[config.mk]
export PLATFORM = sky130hd
export DESIGN_NAME = uart_tx_fifo_flat
export DESIGN_NICKNAME = d
export VERILOG_FILES = /design/src/rtl/uart_pkg.sv /design/src/rtl/uart_tx_fifo_if.sv /design/src/rtl/sync_fifo.sv /design/src/rtl/uart_tx_fifo.sv /design/src/flat_wrapper.sv
export SDC_FILE = /design/constraint.sdc
export NUM_CORES = 1
export LEC_CHECK = 0
export BUFFER_PORTS_ARGS = -buffer_cell sky130_fd_sc_hd__buf_2
export CORE_AREA = 2 2 118 120
export DETAILED_ROUTE_END_ITERATION = 7
export DIE_AREA = 0 0 120 122
export PLACE_DENSITY_LB_ADDON = 0.25
export SYNTH_ARGS = -nofsm -noshare
export SYNTH_HDL_FRONTEND = slang
export SYNTH_HIERARCHICAL = 1
export SYNTH_SLANG_ARGS = --single-unit
export TNS_END_PERCENT = 30
[constraint.sdc]
create_clock -name clk -period 6.04 [get_ports clk]
set_input_delay 0.604 -clock clk [delete_from_list [all_inputs] [get_ports clk]]
set_output_delay 0.604 -clock clk [all_outputs]
set_load 0.02 [all_outputs]
[src/rtl/uart_pkg.sv]
// rtl/uart_pkg.sv - shared types and constants for the UART transmit FIFO
//
// Purpose : controller state encoding and default data width, imported by the
//           interface and the top-level uart_tx_fifo.
package uart_pkg;

    localparam int UART_DATA_W = 8;

    typedef enum logic [1:0] {
        IDLE      = 2'd0,
        LAUNCH    = 2'd1,
        WAIT_DONE = 2'd2,
        WAIT_IDLE = 2'd3
    } txf_state_t;

endpackage

[src/rtl/uart_tx_fifo_if.sv]
// rtl/uart_tx_fifo_if.sv - host/transmitter signal bundle for uart_tx_fifo
//
// Purpose : groups the host write port, FIFO flags and transmitter handshake.
// Signals : wr_en, wr_data   host write strobe and byte
//           full, empty      FIFO occupancy flags
//           tx_done          transmitter stop-bit status
//           tx_start, din    launch pulse and byte to the transmitter
//           tx_busy          controller not idle
//           ovf_clr, ovf     sticky overflow flag and its clear
//                            (only when UART_TX_FIFO_OVF_EN is defined)
// Modports: master = host/transmitter side, slave = uart_tx_fifo.
interface uart_tx_fifo_if import uart_pkg::*; #(
    parameter int N = UART_DATA_W
) ();

    logic         wr_en;
    logic [N-1:0] wr_data;
    logic         full;
    logic         empty;
    logic         tx_done;
    logic         tx_start;
    logic [N-1:0] din;
    logic         tx_busy;
`ifdef UART_TX_FIFO_OVF_EN
    logic         ovf_clr;
    logic         ovf;

    modport master (
        output wr_en, wr_data, tx_done, ovf_clr,
        input  full, empty, tx_start, din, tx_busy, ovf
    );

    modport slave (
        input  wr_en, wr_data, tx_done, ovf_clr,
        output full, empty, tx_start, din, tx_busy, ovf
    );
`else
    modport master (
        output wr_en, wr_data, tx_done,
        input  full, empty, tx_start, din, tx_busy
    );

    modport slave (
        input  wr_en, wr_data, tx_done,
        output full, empty, tx_start, din, tx_busy
    );
`endif

endinterface

[src/rtl/sync_fifo.sv]
// rtl/sync_fifo.sv - single-clock circular-buffer FIFO with registered flags
//
// Purpose : storage for queued bytes. Pointers carry one extra MSB so that
//           equal low bits with differing MSBs means full.
// Ports   : clk, rst         clock, synchronous active-high reset
//           i_wr_en          push request (ignored while full)
//           i_wr_data        byte to push
//           i_rd_en          pop request (ignored while empty)
//           o_rd_data        head entry, valid while not empty
//           o_full, o_empty  registered occupancy flags
module sync_fifo #(
    parameter int W  = 8,
    parameter int AW = 4
) (
    input  logic         clk,
    input  logic         rst,
    input  logic         i_wr_en,
    input  logic [W-1:0] i_wr_data,
    input  logic         i_rd_en,
    output logic [W-1:0] o_rd_data,
    output logic         o_full,
    output logic         o_empty
);

    localparam int DEPTH = 1 << AW;

    logic [W-1:0] r_mem [DEPTH];
    logic [AW:0]  r_wptr;
    logic [AW:0]  r_rptr;
    logic         r_full;
    logic         r_empty;

    logic         w_wr_ok;
    logic         w_rd_ok;
    logic [AW:0]  w_wptr_nxt;
    logic [AW:0]  w_rptr_nxt;

    // A write while full is dropped even if a pop frees a slot this cycle.
    assign w_wr_ok = i_wr_en && !r_full;
    assign w_rd_ok = i_rd_en && !r_empty;

    always_comb begin
        w_wptr_nxt = r_wptr + {{AW{1'b0}}, w_wr_ok};
        w_rptr_nxt = r_rptr + {{AW{1'b0}}, w_rd_ok};
    end

    // Flags are computed from the next pointers so they change the cycle
    // after the causing write or pop.
    always_ff @(posedge clk) begin
        if (rst) begin
            r_wptr  <= '0;
            r_rptr  <= '0;
            r_full  <= 1'b0;
            r_empty <= 1'b1;
        end else begin
            r_wptr  <= w_wptr_nxt;
            r_rptr  <= w_rptr_nxt;
            r_empty <= (w_wptr_nxt == w_rptr_nxt);
            r_full  <= (w_wptr_nxt[AW] != w_rptr_nxt[AW]) &&
                       (w_wptr_nxt[AW-1:0] == w_rptr_nxt[AW-1:0]);
        end
    end

    always_ff @(posedge clk) begin
        if (w_wr_ok) begin
            r_mem[r_wptr[AW-1:0]] <= i_wr_data;
        end
    end

    assign o_rd_data = r_mem[r_rptr[AW-1:0]];
    assign o_full    = r_full;
    assign o_empty   = r_empty;

endmodule

[src/rtl/uart_tx_fifo.sv]
// rtl/uart_tx_fifo.sv - transmit FIFO and launch controller for the UART
//
// Purpose : queues host bytes and launches them one at a time into the UART
//           transmitter, pacing on tx_done.
// Ports   : clk      clock, rising edge
//           rst      synchronous active-high reset
//           bus      uart_tx_fifo_if.slave (wr_en/wr_data in, full/empty out,
//                    tx_done in, tx_start/din/tx_busy out)
// Options : UART_TX_FIFO_OVF_EN adds bus.ovf_clr/bus.ovf, a sticky flag set by
//           any write attempted while full.
module uart_tx_fifo import uart_pkg::*; #(
    parameter int N          = UART_DATA_W,
    parameter int DEPTH_LOG2 = 4
) (
    input  logic            clk,
    input  logic            rst,
    uart_tx_fifo_if.slave   bus
);

    txf_state_t   r_state;
    txf_state_t   w_state_nxt;
    logic         r_tx_start;
    logic [N-1:0] r_din;

    logic         w_pop;
    logic [N-1:0] w_head;
    logic         w_full;
    logic         w_empty;

    sync_fifo #(
        .W  (N),
        .AW (DEPTH_LOG2)
    ) u_fifo (
        .clk       (clk),
        .rst       (rst),
        .i_wr_en   (bus.wr_en),
        .i_wr_data (bus.wr_data),
        .i_rd_en   (w_pop),
        .o_rd_data (w_head),
        .o_full    (w_full),
        .o_empty   (w_empty)
    );

    // The pop happens on the IDLE->LAUNCH edge, together with loading din.
    always_comb begin
        w_state_nxt = r_state;
        w_pop       = 1'b0;
        case (r_state)
            IDLE: begin
                if (!w_empty) begin
                    w_pop       = 1'b1;
                    w_state_nxt = LAUNCH;
                end
            end
            LAUNCH:    w_state_nxt = WAIT_DONE;
            WAIT_DONE: if (bus.tx_done)  w_state_nxt = WAIT_IDLE;
            WAIT_IDLE: if (!bus.tx_done) w_state_nxt = IDLE;
            default:   w_state_nxt = IDLE;
        endcase
    end

    // tx_start is registered alongside the state, so it is high exactly while
    // the state is LAUNCH; LAUNCH always exits after one cycle.
    always_ff @(posedge clk) begin
        if (rst) begin
            r_state    <= IDLE;
            r_tx_start <= 1'b0;
            r_din      <= '0;
        end else begin
            r_state    <= w_state_nxt;
            r_tx_start <= (w_state_nxt == LAUNCH);
            if (w_pop) begin
                r_din <= w_head;
            end
        end
    end

    assign bus.full     = w_full;
    assign bus.empty    = w_empty;
    assign bus.tx_start = r_tx_start;
    assign bus.din      = r_din;
    assign bus.tx_busy  = (r_state != IDLE);

`ifdef UART_TX_FIFO_OVF_EN
    logic r_ovf;

    // Set wins over clear when both occur in the same cycle.
    always_ff @(posedge clk) begin
        if (rst) begin
            r_ovf <= 1'b0;
        end else if (bus.wr_en && w_full) begin
            r_ovf <= 1'b1;
        end else if (bus.ovf_clr) begin
            r_ovf <= 1'b0;
        end
    end

    assign bus.ovf = r_ovf;
`endif

endmodule

[src/flat_wrapper.sv]
// flat-port wrapper written by rule: the top's interface ports become plain ports
module uart_tx_fifo_flat import uart_pkg::*;
#(
    parameter int N          = UART_DATA_W,
    parameter int DEPTH_LOG2 = 4
)
  (clk, rst, bus_wr_en, bus_wr_data, bus_tx_done, bus_full, bus_empty, bus_tx_start, bus_din, bus_tx_busy);
  uart_tx_fifo_if #(.N(N)) bus_i ();
  input  logic clk;
  input  logic rst;
  input wire logic [$bits(bus_i.wr_en)-1:0] bus_wr_en;
  input wire logic [$bits(bus_i.wr_data)-1:0] bus_wr_data;
  input wire logic [$bits(bus_i.tx_done)-1:0] bus_tx_done;
  output wire logic [$bits(bus_i.full)-1:0] bus_full;
  output wire logic [$bits(bus_i.empty)-1:0] bus_empty;
  output wire logic [$bits(bus_i.tx_start)-1:0] bus_tx_start;
  output wire logic [$bits(bus_i.din)-1:0] bus_din;
  output wire logic [$bits(bus_i.tx_busy)-1:0] bus_tx_busy;
  assign bus_i.wr_en = bus_wr_en;
  assign bus_i.wr_data = bus_wr_data;
  assign bus_i.tx_done = bus_tx_done;
  assign bus_full = bus_i.full;
  assign bus_empty = bus_i.empty;
  assign bus_tx_start = bus_i.tx_start;
  assign bus_din = bus_i.din;
  assign bus_tx_busy = bus_i.tx_busy;
  uart_tx_fifo #(.N(N), .DEPTH_LOG2(DEPTH_LOG2)) u_core (.clk(clk), .rst(rst), .bus(bus_i));
endmodule
==> impl_metrics.toml <==
[drt]
drc_errors = 0
drt-total-wl_mm = 11.19
wl_per_cell_um = 20.61
viasPerCell = 5.442
initialDrtViolationCount = 213
vias = 2955
dr.pass1.iters = 4
antenna_left = 0

[clocking]
postCtsSetupBuffers = 0
root_buffer = "clkbuf_16"
clock-sinks = 151
clock_latency_ps = 420
clk_pin_slew_worst_paths_ps = 60
htree_num_levels = 4
cts-buffers-inserted = 17
cts_tree = "yes"
hold_buffers = 0
cts.path.max_buffers = 2
ctsResizeCount = 0

[timing]
drv_slew = 0
max_clock_freq_mhz = 383.8
fin_crit_ps = 2606
setup_violations = 0
clock_skew_ps = 12.62
relSlewSlack_pct = 24.18
rsz0062_at_grt = "false"
setup_tns_ps = 0
hold_viol = 0
tightestPinTransition_ps = 1129
min_period_over_period_pct = 43.14

[min_path]
hold_end = "u_core/r_state[0]$_SDFF_PP0_"
min_path_type = "in2reg"
min_from = "bus_tx_done"
min_path_cells = 3

[logic_synthesis]
synth-seq-cells = 151
synth.distinct_cells = 35
synth-seq-area-share_pct = 72.57
netlist_area_sq_um = 5931
synth_area_leaders = "edfxtp_1 (65%), mux4_2 (12%), dfxtp_1 (7.8%), a22oi_1 (2.0%), or4b_1 (1.4%)"
ys_warn_count = 6
syn-num-nets = 338
yosysTopAreaCellShare_pct = 64.81
syn_inst = 322
synth_area_per_cell_sq_um = 18.42
yosysTopAreaCell = "edfxtp_1"

[setup_path]
reg2reg_to = "u_core/u_fifo/o_full$_SDFF_PP0_"
critPathKind = "reg2reg"
r2r-start = "u_core/r_state[1]$_SDFF_PP0_"
reg2reg_depth = 8
crit_required_ps = 6360
r2r_slack_ps = 3430
end_kind = "register"
cp_data_arrival_time_ps = 2930
worst-path-max-fanout = 20
critPathLaunchType = "register"

[die]
fp.dieH_um = 122
start_util_pct = 43.92
ios = 24
fp.dieW_um = 120
coreArea_sq_um = 13500
rows = 43
die_area_sq_um = 14640

[power]
swShare_pct = 22.43
powerDensity_nw_per_um2 = 359.7
p_switching_mw = 0.5488
p_seq_share_pct = 48.8
p_clk_share_pct = 43.5
p_leak_nw = 2.249
p_int_mw = 1.898
ir_worst_vdd_uv = 211.5
pwr-share-comb_pct = 7.7

[global_route]
grt_start_max_net_pins = 27
overflow = 0
grt_pass1_wl_mm = 16.79
antenna_found_initial = 0
track_usage_pct = 16.20
grt_pass1_vias = 2905

[run_status]
status = "finished, final reports clean"

[layout]
layout.cells.non_filler = 543
syn_to_final_growth_pct = 14.68
diodes = 0
drive_above_1_share_pct = 26.45
nNetsFinal = 366

[place]
dp_hpwl_mm = 6.977
gp_congestion = 0.7619
numPortBuffers = 23
dp.cells = 511

[flow_run]
maxCapViolations = 0
==> cell usage after synthesis (all sizes together) <==
cell    instances
a21oi           9
xor3            1
nor4b           1
ha              4
or3             2
nand2b          2
nand3           4
edfxtp        128
or2             1
a22oi          16
nor2b           7
nand4           1
mux4           32
nand3b          3
nor2           21
clkbuf          9
xor2            8
buf            10
inv             2
nor3            4
o31ai           9
and2            1
and3b           1
xnor2           3
nand2          11
or4b            8
dfxtp          23
or3b            1
==> stage by stage <==
stage               instance area, sq um  worst slack, ps  hold WS [ps]  power, mW  utilization, %
floorplan                           5931             3621         485.5      1.349               -
global placement                    6198             3232         453.8      1.403           45.90
detailed placement                  6198             3161         458.3      1.408           45.90
CTS                                 6802             3401         438.0      2.469           50.37
global route                        6802             3246         474.4      2.528           50.37
finish                              6802             3434         456.5      2.446           50.37
==> routing by layer <==
layer  wire length (um)  GRT usage, %  vias to the layer above
met4                178         6.029                        0
met2               5550         25.43                       65
li1                   -             -                     1351
met5                  0             0                        -
met3                414         4.073                        9
met1               5047         22.05                     1530
==> logic make-up (layout without fill, tap and decap cells) <==
kind of cell	after synthesis	in the layout	share of synthesized area [%]
compound gates	34	34	3.924
simple gates	68	68	6.477
mux	32	32	12.15
xor+xnor	12	12	2.025
flops	151	151	72.57
buf+inv	21	62	2.004
fa+ha+maj	4	4	0.8439
==> how the worst max path moves through the flow <==
stage | from | endpoint | slack, ps | cells after the start
3_5_place_dp | bus_wr_en | u_core/u_fifo/r_mem[0][7]$_DFFE_PP_ | 3160 | 4
4_1_cts | u_core/r_state[1]$_SDFF_PP0_ | u_core/u_fifo/o_full$_SDFF_PP0_ | 3400 | 8
2_1_floorplan | bus_wr_en | u_core/u_fifo/o_full$_SDFF_PP0_ | 3620 | 7
5_1_grt | u_core/r_state[1]$_SDFF_PP0_ | u_core/u_fifo/o_full$_SDFF_PP0_ | 3250 | 8
3_3_place_gp | bus_wr_en | u_core/u_fifo/r_mem[0][4]$_DFFE_PP_ | 3230 | 4
6_report | u_core/r_state[1]$_SDFF_PP0_ | u_core/u_fifo/o_full$_SDFF_PP0_ | 3430 | 8
==> cell usage in the layout (no fill, tap or decap) <==
cell type   synthesis  routed
a21oi_1             9       9
xor3_1              1       1
mux4_2             32      32
clkinv_1            0       1
or3_1               1       1
xor2_1              8       8
nor3_1              4       4
or3b_2              1       1
edfxtp_1          128     128
nand3_1             4       4
and2_1              1       1
nand4_1             1       1
inv_1               2       2
and3b_1             1       1
clkinvlp_4          0       1
dfxtp_2             0       1
nor4b_2             1       1
nand3b_1            3       3
or4b_1              8       8
nand2_1            11      11
clkbuf_16           0      17
bufinv_16           0       3
or3_2               1       1
xnor2_1             3       3
buf_4               1       5
nand2b_1            2       2
clkinv_4            0       5
inv_6               0       2
a22oi_1            16      16
or2_2               1       1
nor2_1             21      21
clkinv_2            0       3
o31ai_1             9       9
dfxtp_1            23      22
nor2b_1             7       7
buf_2               5      23
ha_1                4       4
==> sequential cells by signal, summed over array words and instances, names as in the netlist <==
| register | count |
|---|---|
| u_core/u_fifo/r_mem | 128 |
| u_core/bus.tx_start | 1 |
| u_core/u_fifo/o_empty | 1 |
| u_core/u_fifo/o_full | 1 |
| u_core/r_state | 2 |
| u_core/u_fifo/r_wptr | 5 |
| u_core/bus.din | 8 |
| u_core/u_fifo/r_rptr | 5 |
==> final cells by class <==
type / instances / area, sq um
Clock buffer: 17 / 425.4
Clock inverter: 15 / 177.7
Fill cell: 1104 / 6703
Inverter: 2 / 7.507
Multi-Input combinational cell: 150 / 1508
Sequential cell: 151 / 4305
Tap cell: 180 / 225.2
Timing Repair Buffer: 28 / 152.6
==> critical path, cell delays in order (launching register included) <==
cell and delay (ps):
dfxtp_1 490, or3_2 560, inv_1 80, nor2b_1 180
ha_1 220, nand2_1 110, xor3_1 200, or3_1 410
nor4b_2 260
==> power by group through the flow <==
stage | combinational (mW) | clock [mW] | sequential, mW
2_1_floorplan | 0.141 | 0 | 1.21
3_5_place_dp | 0.190 | 0 | 1.22
3_3_place_gp | 0.187 | 0 | 1.22
4_1_cts | 0.191 | 1.08 | 1.20
6_report | 0.188 | 1.06 | 1.19
5_1_grt | 0.203 | 1.12 | 1.20
Note: power is estimated with default switching activity, not from simulation.
